===== config.mk =====
export PLATFORM = sky130hd
export DESIGN_NAME = float_to_int_seq
export DESIGN_NICKNAME = d
export VERILOG_FILES = /design/src/rtl/floatingpoint.sv /design/src/rtl/fp_classify.sv /design/src/rtl/float_to_int_seq.sv
export SDC_FILE = /design/constraint.sdc
export NUM_CORES = 1
export LEC_CHECK = 0
export ABC_AREA = 1
export CAP_MARGIN = 10
export CORE_AREA = 2 2 151 153
export CTS_BUF_LIST = sky130_fd_sc_hd__clkbuf_8
export DETAILED_ROUTE_END_ITERATION = 10
export DIE_AREA = 0 0 153 155
export GPL_TIMING_DRIVEN = 0
export HOLD_SLACK_MARGIN = 0.06
export PLACE_DENSITY = 0.57
export SYNTH_ARGS = -nofsm -noshare
export SYNTH_HDL_FRONTEND = slang
export SYNTH_SLANG_ARGS = --single-unit

===== constraint.sdc =====
create_clock -name clock -period 2.76 [get_ports clock]
set_input_delay 0.552 -clock clock [delete_from_list [all_inputs] [get_ports clock]]
set_output_delay 0.552 -clock clock [all_outputs]
set_load 0.1 [all_outputs]

===== src/rtl/floatingpoint.sv =====
// Shared single-precision definitions: float layout, classification helpers,
// and the types used by the float-to-int sequencer.
package floatingpoint;

  localparam int FP_EXPONENT_BITS = 8;
  localparam int FP_FRACTION_BITS = 23;
  localparam int FP_BIAS          = 127;

  typedef struct packed {
    logic                        sign;
    logic [FP_EXPONENT_BITS-1:0] exponent;
    logic [FP_FRACTION_BITS-1:0] fraction;
  } float_t;

  // Sequencer states for the float-to-int conversion.
  typedef enum logic [2:0] {
    IDLE     = 3'd0,
    CLASSIFY = 3'd1,
    SHIFT    = 3'd2,
    NEGATE   = 3'd3,
    DONE     = 3'd4
  } f2i_state_t;

  // Result flags, nan in the MSB.
  typedef struct packed {
    logic nan;
    logic inf;
    logic overflow;
    logic zero;
    logic inexact;
  } f2i_flags_t;

  function automatic logic iszero(input float_t f);
    return (f.exponent == {FP_EXPONENT_BITS{1'b0}}) &&
           (f.fraction == {FP_FRACTION_BITS{1'b0}});
  endfunction

  function automatic logic isnan(input float_t f);
    return (f.exponent == {FP_EXPONENT_BITS{1'b1}}) &&
           (f.fraction != {FP_FRACTION_BITS{1'b0}});
  endfunction

  function automatic logic isinfinity(input float_t f);
    return (f.exponent == {FP_EXPONENT_BITS{1'b1}}) &&
           (f.fraction == {FP_FRACTION_BITS{1'b0}});
  endfunction

endpackage


===== src/rtl/fp_classify.sv =====
// Combinational classification of an IEEE single operand.
module fp_classify
  import floatingpoint::*;
(
  input  float_t f,
  output logic   is_nan,
  output logic   is_inf,
  output logic   is_zero,
  output logic   is_denorm
);

  // Special-value decode built on the package helpers.
  always_comb begin
    is_nan    = isnan(f);
    is_inf    = isinfinity(f);
    is_zero   = iszero(f);
    is_denorm = (f.exponent == {FP_EXPONENT_BITS{1'b0}}) && !iszero(f);
  end

endmodule


===== src/rtl/float_to_int_seq.sv =====
// Multi-cycle IEEE single to signed 32-bit integer converter. Magnitude is
// aligned one bit per cycle; rounding truncates toward zero.
module float_to_int_seq
  import floatingpoint::*;
#(
  parameter int EXPONENT_BITS = FP_EXPONENT_BITS,
  parameter int FRACTION_BITS = FP_FRACTION_BITS
) (
  input  logic        clock,
  input  logic        reset,
  input  logic        in_valid,
  output logic        in_ready,
  input  logic [31:0] in_bits,
  output logic        out_valid,
  input  logic        out_ready,
  output logic [31:0] out_int,
  output logic [4:0]  out_flags
);

  f2i_state_t state_r, state_next;
  float_t     op_r, op_next;
  logic [31:0] mag_r, mag_next;
  logic [4:0]  cnt_r, cnt_next;
  logic        left_r, left_next;
  logic        sticky_r, sticky_next;
  logic [31:0] out_int_r, out_int_next;
  f2i_flags_t  out_flags_r, out_flags_next;
  logic        out_valid_r, out_valid_next;

  logic is_nan_s, is_inf_s, is_zero_s, is_denorm_s;
  logic signed [EXPONENT_BITS+1:0] e_s;
  logic [31:0] sat_s;

  fp_classify u_classify (
    .f         (op_r),
    .is_nan    (is_nan_s),
    .is_inf    (is_inf_s),
    .is_zero   (is_zero_s),
    .is_denorm (is_denorm_s)
  );

  // Unbiased exponent and the signed saturation value for the held operand.
  always_comb begin
    e_s   = $signed({2'b00, op_r.exponent}) - $signed(10'(FP_BIAS));
    sat_s = op_r.sign ? 32'h8000_0000 : 32'h7FFF_FFFF;
  end

  // Next-state and datapath update; in_ready/out_valid never depend on out_ready combinationally.
  always_comb begin
    state_next     = state_r;
    op_next        = op_r;
    mag_next       = mag_r;
    cnt_next       = cnt_r;
    left_next      = left_r;
    sticky_next    = sticky_r;
    out_int_next   = out_int_r;
    out_flags_next = out_flags_r;
    out_valid_next = 1'b0;
    case (state_r)
      IDLE: begin
        if (in_valid) begin
          op_next    = float_t'(in_bits);
          state_next = CLASSIFY;
        end else begin
          state_next = IDLE;
        end
      end
      CLASSIFY: begin
        if (is_nan_s) begin
          out_int_next   = 32'h7FFF_FFFF;
          out_flags_next = f2i_flags_t'(5'b10000);
          state_next     = DONE;
        end else if (is_inf_s) begin
          out_int_next   = sat_s;
          out_flags_next = f2i_flags_t'(5'b01000);
          state_next     = DONE;
        end else if (is_zero_s) begin
          out_int_next   = 32'h0000_0000;
          out_flags_next = f2i_flags_t'(5'b00010);
          state_next     = DONE;
        end else if (is_denorm_s || (e_s < 10'sd0)) begin
          out_int_next   = 32'h0000_0000;
          out_flags_next = f2i_flags_t'(5'b00011);
          state_next     = DONE;
        end else if ((e_s > 10'sd31) ||
                     ((e_s == 10'sd31) && !(op_r.sign && (op_r.fraction == {FRACTION_BITS{1'b0}})))) begin
          out_int_next   = sat_s;
          out_flags_next = f2i_flags_t'(5'b00100);
          state_next     = DONE;
        end else begin
          // Exact -2^31 takes this path too and is left-shifted by 8.
          mag_next    = {{(31-FRACTION_BITS){1'b0}}, 1'b1, op_r.fraction};
          sticky_next = 1'b0;
          if (e_s > 10'sd23) begin
            left_next = 1'b1;
            cnt_next  = 5'(e_s - 10'sd23);
          end else begin
            left_next = 1'b0;
            cnt_next  = 5'(10'sd23 - e_s);
          end
          if (e_s == 10'sd23) begin
            state_next = NEGATE;
          end else begin
            state_next = SHIFT;
          end
        end
      end
      SHIFT: begin
        if (left_r) begin
          mag_next = mag_r << 1;
        end else begin
          mag_next    = mag_r >> 1;
          sticky_next = sticky_r | mag_r[0];
        end
        cnt_next = cnt_r - 5'd1;
        if (cnt_r == 5'd1) begin
          state_next = NEGATE;
        end else begin
          state_next = SHIFT;
        end
      end
      NEGATE: begin
        if (op_r.sign) begin
          out_int_next = ~mag_r + 32'd1;
        end else begin
          out_int_next = mag_r;
        end
        out_flags_next = f2i_flags_t'({4'b0000, sticky_r});
        state_next     = DONE;
      end
      DONE: begin
        // out_valid rises one cycle after entering DONE and drops on handshake.
        if (out_valid_r && out_ready) begin
          out_valid_next = 1'b0;
          state_next     = IDLE;
        end else begin
          out_valid_next = 1'b1;
          state_next     = DONE;
        end
      end
      default: begin
        state_next = IDLE;
      end
    endcase
  end

  // State and datapath registers with synchronous reset.
  always_ff @(posedge clock) begin
    if (reset) begin
      state_r     <= IDLE;
      op_r        <= float_t'(32'h0000_0000);
      mag_r       <= 32'h0000_0000;
      cnt_r       <= 5'd0;
      left_r      <= 1'b0;
      sticky_r    <= 1'b0;
      out_int_r   <= 32'h0000_0000;
      out_flags_r <= f2i_flags_t'(5'b00000);
      out_valid_r <= 1'b0;
    end else begin
      state_r     <= state_next;
      op_r        <= op_next;
      mag_r       <= mag_next;
      cnt_r       <= cnt_next;
      left_r      <= left_next;
      sticky_r    <= sticky_next;
      out_int_r   <= out_int_next;
      out_flags_r <= out_flags_next;
      out_valid_r <= out_valid_next;
    end
  end

  // Output drive from registers / state decode.
  always_comb begin
    in_ready  = (state_r == IDLE);
    out_valid = out_valid_r;
    out_int   = out_int_r;
    out_flags = out_flags_r;
  end

endmodule


* Word level (Yosys, flattened, before mapping)
Cells that the tools add are included.
W data, S select, Z words.
** Storage, ports and cells
- Bits in registers :: 112
- Bits of input ports :: 36
- Logic and storage cells :: 116
** Cells by class
- $add $sub $neg :: 5
- Magnitude comparators :: 3
- Equal/unequal tests :: 15
- Mux-type cells :: 47
- Bitwise operators :: 8
- Reductions and logical operators :: 23
** Operators with widths (count)
- $mux W32 :: 13
- $pmux W32 S2 :: 2
- $mux W5 :: 11
- $add A32 B1 Y32 const B :: 1
- $not A32 Y32 :: 1
- $logic_not A23 Y1 :: 1
- $reduce_bool A23 Y1 :: 1
- $pmux W5 S2 :: 2
- $eq A9 B6 Y1 const B :: 2
- $gt A9 B6 Y1 const B :: 2
- $mux W3 :: 6
- $pmux W3 S5 :: 1
- $ne A2 B2 Y1 const B :: 6
- $reduce_and A6 Y1 :: 2
- $mux W1 :: 11
- $lt A9 B1 Y1 const B :: 1
- $sub A8 B7 Y9 const B :: 1
- $eq A8 B8 Y1 const B :: 1
- $logic_not A8 Y1 :: 1
- $logic_and A1 B1 Y1 :: 7
- $reduce_and A7 Y1 :: 1
- $eq A3 B2 Y1 const B :: 2
- $ne A6 B6 Y1 const B :: 1
- $not A1 Y1 :: 6
- 14 further kinds :: 18

* Logic depth before layout (Yosys ltp)
- Depth in word-level cells :: 11
- Mapped depth :: 16
- Depth with buffers taken out :: 16

* Cells and area by module
From an unflattened synthesis, not the netlist that was laid out.
** Unflattened totals
- Cells, all modules :: 988
- Area total of the unflattened synthesis :: 6284.8 um^2
** By module, submodules not included
- float_to_int_seq :: times used 1, cells an instance 949, area each 6120.9 um^2
- fp_classify :: times used 1, cells an instance 39, area each 163.9 um^2

* Worst setup path after synthesis
Ideal clock, no wire load.
- Kind :: flip-flop to flip-flop
- Start :: register state_r[0]
- End :: register op_r[31] in the netlist's numbering
- Setup time :: 0.132 ns
- Arrival :: 3.531 ns
- Required time :: 2.628 ns
- Slack :: -0.903 ns
- Cell stages (with the launch flop) :: 6
- Path buffers :: 1
- Period minus slack after synthesis :: 3.663 ns
- Cell sequence :: dfxtp_1 nor3_1 nand2_1 clkbuf_1 o21ai_0 a21oi_1
** On the way
- Word-level cells in the longest chain between the ends :: 2
** Ends and longest elaborated chain
- start: declaration :: line float_to_int_seq.sv:20 : f2i_state_t state_r, state_next;
- start signal: assignment :: line float_to_int_seq.sv:160 : state_r <= state_next;
- $logic_not A3 Y1
- via in_ready :: line float_to_int_seq.sv:12 : output logic in_ready,
- $reduce_and A2 Y1 (no line)
- end signal: assignment :: line float_to_int_seq.sv:151 : op_r <= float_t'(32'h0000_0000);
- end signal: assignment :: line float_to_int_seq.sv:161 : op_r <= op_next;
- end: declaration :: line float_to_int_seq.sv:21 : float_t op_r, op_next;
The timed path passes the listed nets, and every way through them passes these cells.
A chain may end at the register's enable or synchronous reset.

* Final worst setup path
- Start :: register state_r[1]
- End :: output in_ready
** On the way
- Word-level cells in the longest chain between the ends :: 1
** Ends and longest elaborated chain
- $logic_not A3 Y1 :: line float_to_int_seq.sv:174 : in_ready = (state_r == IDLE);
- end: declaration :: line float_to_int_seq.sv:12
Every way passes these cells.

==> impl_metrics.tcl <==
set metrics [dict create \
    status "finished clean" \
    max_freq_mhz 386 \
    timing.rr.end "out_int[12]" \
    use_met3_pct 2.42 \
    die_width_um 153 \
    cts_hold_buf 0 \
    drive_gt1_share_pct 5.88 \
    grt_max_degree 19 \
    wl_per_cell_um 14.2 \
    power.leakage_nw 3.39 \
    grtUsageMet2_pct 27.6 \
    cts.reportedPaths.clkPinSlew_ps 110 \
    path_buf_inv 1 \
    synthArstFlopShare_pct 0 \
    fin_skew_ps 14.0 \
    core_area_mm2 0.0222 \
    place_hpwl_mm 15.8 \
    mappedNetlistArea_mm2 0.00651 \
    top_usage_layer "met2" \
    final_util_pct 35.2 \
    drt_pass1_iterations 5 \
    antennaDiodeCount 0 \
    fin_crit_sh_pct 93.9 \
    syn_inst 1033 \
    start_util_pct 29.3 \
    slowest_stage "dlygate4sd2_1" \
    ys_seq_area_share_pct 34.4 \
    total_power_mw 4.53 \
    cp-endpoint "in_ready" \
    final.setup.tns_ps 0 \
    critPathMaxFanout 3 \
    vias 6760 \
    register_area_mm2 0.00224 \
    cts.path.max_buffers 2 \
    clk_latency_ps 400 \
    synth_cell_types 36 \
    yosysTopAreaCellShare_pct 34.4 \
    cts_tree "built" \
    port_buffers 74 \
    finalCriticalPeriod_ps 2590 \
    maxCapViolations 0 \
    die_h_um 155 \
    multi_input_area_mm2 0.00364 \
    rsz0062_at_grt "false" \
    synth_commonest_cells "nor2_1 (208), nand2_1 (202), dfxtp_1 (112)" \
    fill_cells 2481 \
    met1_usage_pct 23.1 \
    powerDensity_mw_per_mm2 579 \
    synth_edf_count 0 \
    crit_required_ps 2210 \
    cp.arrival_ps 2040 \
    cts.sinks 112 \
    irDropWorstVdd_v 0.000244 \
    fin_nets 1161 \
    ios 75 \
    place_ws_ps 140 \
    placed_area_mm2 0.00761 \
    synth_nets 1077 \
    grt_pass1_wl_mm 32.5 \
    path_depth 2 \
    antenna_found_initial 0 \
    path_delay_family "buffers and inverters" \
    die_area_mm2 0.0237 \
    dp.cells 1392 \
    ff2ff_setup_slack_ps 300 \
    maxSlewHeadroom_pct 34.1 \
    fin_cells 1407 \
    critPathLaunch "state_r[1]" \
    reg2reg_from "op_r[23]" \
    tightestPinTransition_ps 985 \
    drc 0 \
    root_buffer "clkbuf_8" \
    holdWs_ps 460 \
    max_stage_delay_ps 910 \
    synth.avg_cell_area_um2 6.30 \
    hp-class "register to register" \
    stdcell_area_mm2 0.00782 \
    grt-ovfl-total 0 \
    reg2regPathDepth 15 \
    crit_chain "nor3_2 -> dlygate4sd2_1" \
    yosys-top-cells-area "dfxtp_1 (34%), nor2_1 (12%), nand2_1 (12%), nand3_1 (7.5%), o21ai_0 (5.6%)" \
    routed_via_density 4.80 \
    ys_seq_elements 112 \
    drt.antenna.violating_nets 0 \
    first_global_vias 6302 \
    yosysMostFrequentCell "nor2_1" \
    start_kind "register" \
    rows 55 \
    worst_slack_ps 167 \
    areaGrowthSynthToFinish_pct 20.1 \
    setup_violations 0 \
    synth_top_cell_by_area "dfxtp_1" \
    hold_violations 0 \
    htree_levels 3 \
    ys_warn_count 0 \
    numCtsBuffers 9 \
    drt_iter0_drc 621 \
    maxSlewViolCount 0 \
    place.gp.congestion 0.928 \
    wirelength_mm 20.0 \
    end_kind "primary output" \
    grt_usage_pct 16.9 \
    crit_type "register to primary output" \
    synthFlopType "dfxtp_1" \
]
[power breakdown]
group          internal, mW  switching [mW]
Clock                 0.446           0.606
Sequential             1.75          0.0910
Combinational         0.488            1.15
Total                  2.68            1.84
[registers in the layout, indices dropped and copies added (netlist names)]
| name | count |
|---|---|
| cnt_r | 5 |
| out_int | 32 |
| sticky_r | 1 |
| out_flags | 5 |
| out_valid | 1 |
| op_r | 32 |
| mag_r | 32 |
| left_r | 1 |
| state_r | 3 |
[tightest hold or removal path, stage by stage (launching register included)]
cell     delay [ps]
dfxtp_1         320
inv_1            60
a21oi_1          60
[worst min-delay path by stage]
| stage | start | end | slack (ps) | cells past startpoint |
|---|---|---|---|---|
| 3_5_place_dp | sticky_r | sticky_r | 440 | 2 |
| 6_report | sticky_r | sticky_r | 460 | 2 |
| 4_1_cts | sticky_r | sticky_r | 460 | 2 |
| 3_3_place_gp | sticky_r | sticky_r | 440 | 2 |
| 5_1_grt | sticky_r | sticky_r | 480 | 2 |
| 2_1_floorplan | sticky_r | sticky_r | 430 | 2 |
[final cells by class]
cell class,instances,area share (%)
buffer,54,3.19
clock buffer,10,1.76
clock inverter,6,0.848
inverter,101,4.85
multi-input combinational,765,46.6
sequential,112,28.7
tap,285,4.56
timing repair buffer,74,9.46
[cell families after synthesis]
kind of cell / synth area share, %
AOI/OAI and AO/OA: 16.9
xor gates and xnor gates: 1.19
adders and majority gates: 1.54
buffers and inverters: 9.71
DFF: 34.4
and+or+nand+nor: 36.2
[metal layers]
metal	routed length, um	part of all wire (%)
met1	9710	49
met2	8940	45
met3	941	4.7
met4	410	2.0
met5	0	0
[cell usage in the layout, fill, tap and decap left out, types with 2 or more instances in the layout]
cell type / count
nor2_1: 207
nand2_1: 202
dfxtp_1: 110
nand3_1: 98
inv_1: 91
o21ai_0: 73
clkdlybuf4s50_1: 73
a21oi_1: 65
clkbuf_1: 31
o221ai_1: 22
nand4_1: 19
o21bai_1: 15
buf_2: 10
clkbuf_8: 10
nor3_1: 9
o22ai_1: 9
inv_2: 8
buf_4: 7
ha_1: 7
xor2_1: 6
nor2_2: 5
buf_1: 5
or2_2: 5
nand2_2: 4
a31oi_1: 4
clkinvlp_4: 3
nand3_2: 2
nor3_2: 2
clkinv_1: 2
nand3b_1: 2
dfxtp_2: 2
[repair_timing]
item                                    4_1_cts  5_1_grt
endpoints found under the setup margin        1       62
setup buffers                                 0        0
pin swaps                                     0        0
resized for setup                             1        4
Note: power is estimated with default switching activity, not from simulation.
==> edit: new RTL, same flow settings <==
Encoding of `f2i_state_t`: now Gray code (3 bits for 5 states).
--- a/src/rtl/floatingpoint.sv
+++ b/src/rtl/floatingpoint.sv
@@ -16,7 +16,7 @@
   typedef enum logic [2:0] {
-    IDLE     = 3'd0,
-    CLASSIFY = 3'd1,
-    SHIFT    = 3'd2,
-    NEGATE   = 3'd3,
-    DONE     = 3'd4
+    IDLE     = 3'b000,
+    CLASSIFY = 3'b001,
+    SHIFT    = 3'b011,
+    NEGATE   = 3'b010,
+    DONE     = 3'b110
   } f2i_state_t;
Function: same outputs for any inputs over 4 cycles, from zero or initial values and one cycle with reset high; so few cycles prove little.
==> edit against the original RTL <==
Synthesized area is 4.8% lower. Sequential power is 10% higher. Total power is 25% higher. Wire length is 0.55% higher. Setup slack better by 0.056 ns. Cell area is 4.4% lower. Synthesized cell count is 11% lower. Combinational power is 63% higher. Sequential cell count stayed put.
==> edit: results (changes against the original RTL) <==
| Metric | Value |
|---|---|
| Status | `complete, no violations (unchanged)` |
| Netlist cell types | `41 (was 36)` |
| Dpl hpwl | `15800 µm (about the same)` |
| Worst Path Max Fanout | `4 (was 3)` |
| Port Buffers | `74 (unchanged)` |
| Skew final | `0.0202 ns (was 0.0140 ns)` |
| Initial antenna violation count | `0 (unchanged)` |
| Xor/xnor cell area share of the yosys netlist | `1.27% (was 1.19%)` |
| Post-synthesis adder-cell area fraction | `1.62% (was 1.54%)` |
| Async SR Flop Fraction | `0% (unchanged)` |
| R2R Path Start | `op_r[23] (unchanged)` |
| Critical Path Source | `state_r[2] (was state_r[1])` |
| Global-route wire length before repair | `32600 µm (was 32500 µm)` |
| Place WS | `0.0607 ns (was 0.140 ns)` |
| First-pass DRT Iterations | `6 (was 5)` |
| Insertion delay to the later sink of the worst-skew pair | `0.42 ns (was 0.40 ns)` |
| Vias per inst | `4.98 (was 4.80)` |
| Post_cts resized | `1 (unchanged)` |
| WL final | `20100 µm (was 20000 µm)` |
| Syn. warnings | `0 (unchanged)` |
| Peak supply drop | `448 µV (was 244 µV)` |
| Worst setup path endpoint | `in_ready (unchanged)` |
| Placed cell area | `7300 µm² (was 7610 µm²)` |
| Crit Reg-Reg Endpoint | `out_flags[1] (was out_int[12])` |
| 1st-iter DRT viols | `423 (was 621)` |
| Post-CTS setup buffer count | `0 (unchanged)` |
| Commonest cells in the synthesized netlist | `148 x nor2_1, 146 x nand2_1, 112 x dfxtp_1 (was 208 x nor2_1, 202 x nand2_1, 112 x dfxtp_1)` |
| Slew headroom | `34.1% (about the same)` |
| Pin count of the biggest net entering global routing | `20 (was 19)` |
| Min Tclk post-route | `2.54 ns (was 2.59 ns)` |
| R2r worst-path depth | `15 (unchanged)` |
| Inserted Clock Buffers | `9 (unchanged)` |
| Synth area leaders | `dfxtp_1 36%, nor2_1 9.0%, nand2_1 8.8%, a21oi_1 6.9%, o21ai_0 6.1% (was dfxtp_1 34%, nor2_1 12%, nand2_1 12%, nand3_1 7.5%, o21ai_0 5.6%)` |
| Net count after synthesis | `967 (was 1077)` |
| Via count | `6462 (was 6760)` |
| Pleak | `2.96 nW (was 3.39 nW)` |
| Diodes inserted | `0 (unchanged)` |
| Root buffer cell | `clkbuf_8 (unchanged)` |
| Cell count after synthesis | `923 (was 1033)` |
| Worst Hold Class | `reg2reg (unchanged)` |
| Clock buffer depth | `2 (unchanged)` |
| Sequential element share of the synthesized area | `36.2% (was 34.4%)` |
| Critical path arrival | `1.98 ns (was 2.04 ns)` |
| Vias in the first global route | `6389 (was 6302)` |
| Layout cell share with drive strength beyond 1 | `7.90% (was 5.88%)` |
| Register-to-register setup slack | `0.30 ns (about the same)` |
| Dpl cells | `1282 (was 1392)` |
| Clock slew at reported path FFs | `0.10 ns` |
| Synth Area in Compound Gates | `23.1% (was 16.9%)` |
| Global-route usage over all layers | `17.1% (was 16.9%)` |
| Final Net Count | `1052 (was 1161)` |
| Fillers | `2473 (was 2481)` |
| Post-synthesis mux area share | `0% (unchanged)` |
| Max H-tree Level | `3 (unchanged)` |
| Final GP Congestion | `0.954 (was 0.928)` |
-- edit: changes by cell type after synthesis, moves of 4 or more --
cell      before  now
nand2_1      202  146
inv_1         91   86
a21oi_1       65   85
nand3_1       98   57
o21ai_1        1   37
nor2_1       208  148
buf_6          1    5
o21bai_1      15    1
inv_2          8   12
o211ai_1       0    4
a21oi_2        1    9
nand4_1       19   13
buf_2         10    5
buf_1          5    1
-- edit: layout make-up --
type	instances	area [µm²]	area share (%)
sequential	112	2240	30.0
timing repair buffer	74	739	9.89
clock buffer	9	124	1.66
inverter	99	374	5.01
clock inverter	7	55.1	0.737
buffer	47	246	3.30
tap	285	357	4.77
multi-input combinational	665	3340	44.6
-- edit: cell families after synthesis --
kind of cell	count (synthesis)
simple gates	397
flops	112
compound gates	251
xor+xnor	9
fa+ha+maj	8
buf+inv	146
-- edit: power breakdown --
group / leakage [nW] / switching (mW) / total [mW] / internal [mW]
sequential: 0.920 / 0.170 / 2.03 / 1.86
combinational: 1.94 / 1.92 / 2.65 / 0.728
clock: 0.0973 / 0.621 / 0.961 / 0.340
-- edit: through the flow --
step	power, mW	utilization (%)
after floorplan	4.02	-
after global placement	4.70	32.8
after detailed placement	4.71	32.8
after CTS	5.67	33.6
after global routing	5.98	33.6
final	5.64	33.6
-- edit: per-layer routing --
layer	part of all wire (%)	track usage, %	wire length, µm
met5	0	0	0
met4	3.2	7.28	635
met3	5.2	2.73	1040
met2	49	30.7	9920
met1	42	20.4	8510
-- edit: worst min-delay path by stage --
stage / startpoint / cells past startpoint / slack, ns / to
2_1_floorplan: sticky_r / 2 / 0.43 / sticky_r
6_report: sticky_r / 2 / 0.46 / sticky_r
5_1_grt: sticky_r / 2 / 0.48 / sticky_r
3_5_place_dp: sticky_r / 2 / 0.45 / sticky_r
3_3_place_gp: sticky_r / 2 / 0.44 / sticky_r
4_1_cts: sticky_r / 2 / 0.46 / sticky_r
-- edit: critical path: stages (launching register included) --
cell           delay (ns)
dfxtp_1              0.37
nor3_2               0.31
dlygate4sd2_1        0.90
